$ cat config.mk
export PLATFORM = sky130hd
export DESIGN_NAME = mux_lanes_tdm
export DESIGN_NICKNAME = d
export VERILOG_FILES = /design/src/rtl/mux_lanes_tdm.sv
export SDC_FILE = /design/constraint.sdc
export NUM_CORES = 1
export LEC_CHECK = 0
export ABC_CLOCK_PERIOD_IN_PS = 900
export CAP_MARGIN = 20
export CORE_MARGIN = 2
export CORE_UTILIZATION = 40
export DETAILED_ROUTE_END_ITERATION = 6
export GPL_ROUTABILITY_DRIVEN = 0
export PLACE_DENSITY = 0.8
export SYNTH_ARGS = -nofsm -noshare
export SYNTH_HDL_FRONTEND = slang
export SYNTH_SLANG_ARGS = --single-unit
$ cat constraint.sdc
create_clock -name f2 -period 0.9 [get_ports f2]
set_input_delay 0.18 -clock f2 [delete_from_list [all_inputs] [get_ports f2]]
set_output_delay 0.18 -clock f2 [all_outputs]
set_load 0.005 [all_outputs]
$ cat src/rtl/mux_lanes_tdm.sv
// N-lane time-division byte mux: snapshots all lanes at slot 0, then emits one lane per cycle.
// Build option MUX_IDLE_FILL_EN: invalid slots drive IDLE_CHAR instead of holding data_out.
module mux_lanes_tdm #(
  parameter int unsigned LANES     = 2,
  parameter int unsigned WIDTH     = 8,
  parameter logic [31:0] IDLE_CHAR = 32'hBC,
  localparam int unsigned SW       = ($clog2(LANES) > 1) ? $clog2(LANES) : 1
) (
  input  logic                   f2,
  input  logic                   reset_L,
  input  logic [LANES*WIDTH-1:0] data_in,
  input  logic [LANES-1:0]       valid_in,
  output logic [WIDTH-1:0]       data_out,
  output logic                   valid_out,
  output logic [SW-1:0]          lane_out,
  output logic                   frame_start
);

  localparam logic [SW-1:0] LAST_SLOT = SW'(LANES - 1);
`ifdef MUX_IDLE_FILL_EN
  localparam logic [WIDTH-1:0] IDLE_W = WIDTH'(IDLE_CHAR);
`endif

  logic [SW-1:0]    r_slot;
  logic [WIDTH-1:0] r_hold_data [LANES];
  logic [LANES-1:0] r_hold_valid;

  logic [WIDTH-1:0] w_word;
  logic             w_valid;

  // Slot 0 bypasses the hold registers so lane 0 leaves on the snapshot edge itself.
  always_comb begin
    w_word  = '0;
    w_valid = 1'b0;
    for (int unsigned i = 0; i < LANES; i++) begin
      if (r_slot == SW'(i)) begin
        w_word  = r_hold_data[i];
        w_valid = r_hold_valid[i];
      end
    end
    if (r_slot == '0) begin
      w_word  = data_in[WIDTH-1:0];
      w_valid = valid_in[0];
    end
  end

  always_ff @(posedge f2 or negedge reset_L) begin
    if (!reset_L) begin
      r_slot       <= '0;
      r_hold_valid <= '0;
      for (int unsigned i = 0; i < LANES; i++) begin
        r_hold_data[i] <= '0;
      end
      data_out    <= '0;
      valid_out   <= 1'b0;
      lane_out    <= '0;
      frame_start <= 1'b0;
    end else begin
      r_slot      <= (r_slot == LAST_SLOT) ? '0 : r_slot + SW'(1);
      lane_out    <= r_slot;
      frame_start <= (r_slot == '0);
      if (r_slot == '0) begin
        r_hold_valid <= valid_in;
        for (int unsigned i = 0; i < LANES; i++) begin
          r_hold_data[i] <= data_in[i*WIDTH +: WIDTH];
        end
      end
      valid_out <= w_valid;
      if (w_valid) begin
        data_out <= w_word;
      end else begin
`ifdef MUX_IDLE_FILL_EN
        data_out <= IDLE_W;
`else
        data_out <= data_out;
`endif
      end
    end
  end

endmodule

==> out/results.env, run 1 <==
RUN_STATUS='finished with violations'
VIOLATIONS='setup timing'
POSTSYNTHREGISTERBITS=20
PATH_CELLS='buf_6, buf_8, mux2_4'
POST-DP-HPWL_MM=1.36
M1WIRELENGTH_UM=872
CTSHTREEMAXLEVEL=1
CTS_ROOT_BUFFER='clkbuf_4'
TOTALWIRELENGTH_MM=2.06
TIMING.FINAL.CRIT_PERIOD_NS=1.08
GLOBALROUTEOVERFLOWTOTAL=0
RSZ0062_AT_GRT='yes'
DETAILEDROUTE.FIRSTPASSITERATIONCOUNT=3
SETUP_SLACK_NS=-0.177
CPMAXSTAGEDELAYCELL='dfrtp_1'
SWSHARE_PCT=23.0
NETLIST_AREA_UM2=927
CAP_VIOL_MAX_COUNT=0
FLOORPLAN.IO_PINS=31
PROPORTION_OF_POWER_DRAWN_BY_COMBINATIONAL_GATES_PCT=20.9
INSERTION_DELAY_NS=0.30
DR_TOTAL_VIAS=691
GRT_START_MAX_NET_PINS=21
START_UTIL_PCT=41.9
POWER_DENSITY_nW_PER_UM2=1270
SWITCHINGPOWER_uW=439
ANTENNA_FOUND_INITIAL=0
NETS=137
NUMCTSBUFFERS=3
REPORT.FINAL.SLEW_VIOL_COUNT=0
SEQUENTIAL_POWER_SHARE_PCT=52.0
FINAL.SETUP_SKEW_NS=0.00729
POST_PLACEMENT_SETUP_SLACK_NS=-0.361
TIMING.HOLD.WORST.CLASS='input pin to asynchronous set/reset pin'
CELL_TYPE_GROUP_WITH_THE_LARGEST_TOTAL_DELAY_ON_THE_CRITICAL_PATH='flip-flops'
ROUTE.DETAILED.WL_PER_INST_UM=14.3
FIRST_GLOBAL_VIAS=759
POST_DRT_VIA_CELL_RATIO=4.80
YOSYS.CELL_TYPES.COUNT=8
CPPEAKSTAGEDELAY_NS=0.41
DETAILEDROUTE.FIRSTITERATIONVIOLATIONS=5
WORST_SLEW_MARGIN_REL_PCT=88.4
SYNTH_NETS=82
P_INT_mW=1.47
ANTENNA_LEFT=0
FILLERS=166
CHIPHEIGHT_UM=52.1
LAYOUT-DRIVE-GT1-SHARE_PCT=43.1
HOLD_VIOL=0
GRT_PASS1_WL_MM=3.42
PATH_CLASS='flip-flop to flip-flop'
CP_DATA_ARRIVAL_TIME_NS=1.27
TOTAL_POWER_mW=1.91
DIE_W_UM=52.1
REG2REGPATHDEPTH=3
YOSYS_WARNINGS=0
FINAL_MIN_PERIOD_OVER_CLOCK_PERIOD_PCT=120
CRITICAL_PATH.ENDPOINT_TYPE='flip-flop'
DIEAREA_UM2=2720
HOLD_FIX_BUFFER_COUNT_AFTER_CTS=0
TIMING.CRITICAL_PATH.FANOUT_MAX=8
POWER.IR.VDD_WORST_mV=1.06
IO_BUFFER_COUNT=30
MET3_LENGTH_UM=103
TRITONCTS='built'
FLOW.AREA_GROWTH_FROM_SYNTHESIS_PCT=62.5
TIMING.FINAL.SETUP_VIOLATIONS=30
NETLIST_INSTANCES=62
CLKTRANSATPATHREGS_NS=0.11
COREAREA_UM2=2210
POWER.SHARE.CLOCK_PCT=27.1
NUM_ANTENNA_CELLS=0
GRT_USAGE_PCT=17.3
WORST_EP_REQUIRED_TIME_NS=1.10
PLACEMENTROWS=17
ROUTED_WL_MET2_MM=1.08
CLOCK_TREE.BUFFER_DEPTH=2
UPPERMOST_LAYER_ROUTED='met4'
MAX_CLOCK_FREQ_MHz=929
POWER.STATIC_LEAKAGE_nW=0.820
DRCVIOLATIONCOUNT=0
SYNTH-SEQ-AREA-SHARE_PCT=54.0
CLOCK_SINK_COUNT=20
STARTPOINT_TYPE='flip-flop'
POSTSYNTHAREAPERCELL_UM2=15.0
CRITICAL_PATH.N_BUFFERS_INVERTERS=2
CRITICAL_PATH_DEPTH=3
WORST_PIN_SLEW_NS=0.169
==> timing repair <==
item	CTS	global route
gates resized for setup	56	7
pin swaps	0	2
buffers inserted	6	5
setup endpoints to repair	29	31
cloned	1	1
==> cell type report <==
type,instances,area (µm²),area share [%]
inverters,3,11.3,0.748
clock buffers,4,36.3,2.41
flip-flops and latches,20,500,33.2
well taps,28,35.0,2.33
multi-input cells,35,382,25.3
repair buffers,54,542,36.0
==> path summary, 6_finish.rpt <==
check,start,to,slack (ns)
min,reset_L,r_hold_data[0],0.20
max,frame_start,r_hold_data[2],-0.18
min in group f2,valid_in[1],r_hold_valid[1],0.45
min reg2reg,r_hold_data[0],r_hold_data[0],0.53
max reg2reg,frame_start,r_hold_data[2],-0.18
max in group asynchronous,reset_L,data_out[4],0.56
==> metrics by stage <==
stage	cell area (µm²)	TNS [ns]	instances	hold slack, ns	utilization, %
floorplan	927	-0.635	62	-0.116	-
global placement	1340	-4.66	129	0.499	60.7
detailed placement	1340	-5.09	129	0.501	60.7
CTS	1430	-3.11	139	0.205	64.6
global route	1510	-4.62	144	0.202	68.1
finish	1510	-3.46	144	0.205	68.1
==> placed cells by master (no fill, tap or decap), types with 2 or more instances in the layout <==
master / n
buf_12: 3
mux2_4: 8
inv_1: 2
buf_2: 11
mux2i_1: 24
clkdlybuf4s50_1: 18
dfrtp_1: 20
o21ai_2: 2
clkbuf_4: 3
buf_6: 8
buf_4: 10
==> sequential cells by signal, summed over array words and instances, names as in the netlist <==
register      flops
lane_out          1
r_hold_valid      1
data_out          8
frame_start       1
r_hold_data       8
valid_out         1
==> layer usage <==
| metal | vias to the layer above | GRT usage [%] |
|---|---|---|
| met1 | 342 | 21.1 |
| met2 | 20 | 30.8 |
| met3 | 2 | 5.17 |
| met5 | - | 0 |
| li1 | 327 | - |
| met4 | 0 | 2.56 |
==> cells in the mapped netlist, drive strengths merged <==
cell type	n	share of area, %
mux2i	24	26
buf	4	4.5
mux2	8	13
dfrtp	20	54
inv	3	1.2
nand2	1	0.40
o21ai	2	1.1
==> kinds of logic after synthesis <==
| logic type | Yosys count | synth area share, % |
|---|---|---|
| multiplexers | 32 | 38.9 |
| flip-flops | 20 | 54.0 |
| buffers and inverters | 7 | 5.67 |
| AO/OA/AOI/OAI | 2 | 1.08 |
| AND/OR/NAND/NOR | 1 | 0.404 |
==> power by group through the flow <==
| stage | combinational [mW] | clock, mW | sequential (mW) |
|---|---|---|---|
| final | 0.398 | 0.517 | 0.991 |
| after global placement | 0.370 | 0 | 1.01 |
| after global routing | 0.433 | 0.563 | 0.999 |
| after CTS | 0.389 | 0.535 | 0.991 |
| after floorplan | 0.126 | 0 | 1.01 |
| after detailed placement | 0.383 | 0 | 1.01 |
No activity file was read; power rests on OpenSTA's default activity.
==> run 2, diff against run 1 <==
--- a/config.mk
+++ b/config.mk
@@ -9,8 +9,10 @@
 export CAP_MARGIN = 20
 export CORE_MARGIN = 2
 export CORE_UTILIZATION = 40
+export CTS_CLUSTER_SIZE = 12
 export DETAILED_ROUTE_END_ITERATION = 6
 export GPL_ROUTABILITY_DRIVEN = 0
+export GPL_TIMING_DRIVEN = 0
 export PLACE_DENSITY = 0.8
 export SYNTH_ARGS = -nofsm -noshare
 export SYNTH_HDL_FRONTEND = slang
==> run 2 against run 1 <==
The run still ends with setup timing left. Clock skew fell by 0.0061 ns. Via count fell by 6.9%. Design area fell by 7.6%. Combinational power fell by 15%. Largest cell class is now sequential cells. Largest power group unchanged.
==> out/results.env, run 2 (synthesis gave the netlist of run 1 again) <==
POST-DP-HPWL_MM=1.20
RUN_STATUS='finished with violations'
VIOLATIONS='setup timing'
P_INT_mW=1.33
SEQUENTIAL_POWER_SHARE_PCT=57.6
STARTPOINT_TYPE='flip-flop'
CLOCK_SINK_COUNT=20
FINAL_MIN_PERIOD_OVER_CLOCK_PERIOD_PCT=118
GLOBALROUTEOVERFLOWTOTAL=0
INSERTION_DELAY_NS=0.28
CLOCK_TREE.BUFFER_DEPTH=2
WORST_EP_REQUIRED_TIME_NS=1.08
CTS_ROOT_BUFFER='clkbuf_4'
TIMING.FINAL.CRIT_PERIOD_NS=1.06
MAX_CLOCK_FREQ_MHz=941
SWITCHINGPOWER_uW=389
PATH_CELLS='buf_6, buf_12, mux2_4'
DR_TOTAL_VIAS=643
DETAILEDROUTE.FIRSTPASSITERATIONCOUNT=1
POWER.STATIC_LEAKAGE_nW=0.755
CRITICAL_PATH.ENDPOINT_TYPE='flip-flop'
LAYOUT_COMMON_CELLS='mux2i_1 (23), dfrtp_1 (20), clkdlybuf4s50_1 (17), buf_2 (11)'
NUM_ANTENNA_CELLS=0
POWER.IR.VDD_WORST_mV=0.803
HOLD_VIOL=0
CP_DATA_ARRIVAL_TIME_NS=1.24
TRITONCTS='built'
SETUP-TNS-FINAL_NS=-3.51
DIE_W_UM=52.1
TIMING.FINAL.SETUP_VIOLATIONS=30
RSZ0062_AT_GRT='yes'
FIRST_GLOBAL_VIAS=675
TIMING.CRITICAL_PATH.FANOUT_MAX=5
TOTALWIRELENGTH_MM=1.93
IO_BUFFER_COUNT=29
START_UTIL_PCT=41.9
COREAREA_UM2=2210
ANTENNA_LEFT=0
NETS=129
FLOORPLAN.IO_PINS=31
GRT_START_MAX_NET_PINS=21
POWER.SHARE.CLOCK_PCT=22.7
FILLERS=189
CRITICAL_PATH_DEPTH=3
PLACEMENT.CELL_AREA_UM2=1250
SWSHARE_PCT=22.6
CRITICAL_PATH.N_BUFFERS_INVERTERS=2
WORST_SLEW_MARGIN_REL_PCT=44.0
FLOW.AREA_GROWTH_FROM_SYNTHESIS_PCT=50.2
CTSHTREEMAXLEVEL=1
ROUTE.DETAILED.WL_PER_INST_UM=14.3
POST_DRT_VIA_CELL_RATIO=4.76
PATH_CLASS='flip-flop to flip-flop'
PLACEMENTROWS=17
POST_PLACEMENT_SETUP_SLACK_NS=-0.422
STDCELL_AREA_UM2=1390
DRCVIOLATIONCOUNT=0
DIEAREA_UM2=2720
CPPEAKSTAGEDELAY_NS=0.40
TOP_REGS='data_out x8, r_hold_data x8'
POWER_DENSITY_nW_PER_UM2=1230
DETAILEDROUTE.FIRSTITERATIONVIOLATIONS=0
HOLD_FIX_BUFFER_COUNT_AFTER_CTS=0
ANTENNA_FOUND_INITIAL=0
CLKTRANSATPATHREGS_NS=0.10
SETUP_SLACK_NS=-0.162
GRT_USAGE_PCT=16.1
REPORT.FINAL.SLEW_VIOL_COUNT=0
CAP_VIOL_MAX_COUNT=0
PROPORTION_OF_POWER_DRAWN_BY_COMBINATIONAL_GATES_PCT=19.7
FINAL_COMMON_CELL='mux2i_1'
REG2REGPATHDEPTH=3
CHIPHEIGHT_UM=52.1
GRT_PASS1_WL_MM=3.15
WORST_PIN_SLEW_NS=0.840
FINAL.SETUP_SKEW_NS=0.00124
NUMCTSBUFFERS=3
LAYOUT-DRIVE-GT1-SHARE_PCT=38.3
CELL_TYPE_GROUP_WITH_THE_LARGEST_TOTAL_DELAY_ON_THE_CRITICAL_PATH='flip-flops'
TIMING.HOLD.WORST.CLASS='input pin to asynchronous set/reset pin'
FINAL_UTIL_PCT=63.0
CPMAXSTAGEDELAYCELL='dfrtp_1'
==> run 2: cell count changes in the layout (fill, tap and decap cells not counted), sizes merged <==
cell / change
buf: -6
bufbuf: -1
clkbuf: -1
clkdlybuf4s50: -1
==> run 2: cell type report <==
cell class              instances  area [µm²]  share of cell area, %
plain buffers                   4        62.6                   4.49
well taps                      28        35.0                   2.52
clock buffers                   3        22.5                   1.62
repair buffers                 42         380                   27.3
multi-input cells              35         380                   27.3
flip-flops and latches         20         500                   35.9
inverters                       3        11.3                  0.809
==> run 2: power by group through the flow <==
| stage | Sequential [mW] | Clock, mW | Combinational [mW] |
|---|---|---|---|
| finish | 0.989 | 0.390 | 0.338 |
| global route | 0.998 | 0.446 | 0.372 |
| CTS | 0.989 | 0.414 | 0.337 |
| detailed placement | 1.01 | 0 | 0.323 |
| global placement | 1.01 | 0 | 0.315 |
| floorplan | 1.01 | 0 | 0.126 |
==> run 2: what timing repair did <==
item                                    in CTS  in global routing
gates resized for setup                     55                  3
endpoints found under the setup margin      47                 30
gates cloned                                 1                  1
buffers inserted                            11                  0
==> run 2: metal layers <==
| metal | GRT usage, % | wire, µm | part of all wire, % |
|---|---|---|---|
| met5 | 0 | 0 | 0 |
| met4 | 2.56 | 0 | 0 |
| met3 | 3.16 | 99 | 5.1 |
| met2 | 29.3 | 984 | 51 |
| met1 | 19.9 | 850 | 44 |
==> run 2: worst register-to-register path: stages, from the launching register on <==
cell,delay [ns]
dfrtp_1,0.40
buf_6,0.14
buf_12,0.13
mux2_4,0.29
==> run 2: through the flow <==
step / cells / power, mW / hold WS (ns)
finish: 135 / 1.72 / 0.101
detailed placement: 119 / 1.34 / 0.431
global placement: 119 / 1.33 / 0.426
global route: 135 / 1.82 / 0.173
floorplan: 62 / 1.14 / -0.116
CTS: 134 / 1.74 / 0.130
==> run 2: final timing paths <==
path / start / endpoint / slack [ns]
min: reset_L / r_hold_data[1] / 0.10
max reg2reg: frame_start / r_hold_data[0] / -0.16
max: frame_start / r_hold_data[0] / -0.16
max in group asynchronous: reset_L / data_out[2] / 0.28
min in group f2: valid_in[0] / valid_out / 0.20
min reg2reg: r_hold_data[4] / r_hold_data[4] / 0.52
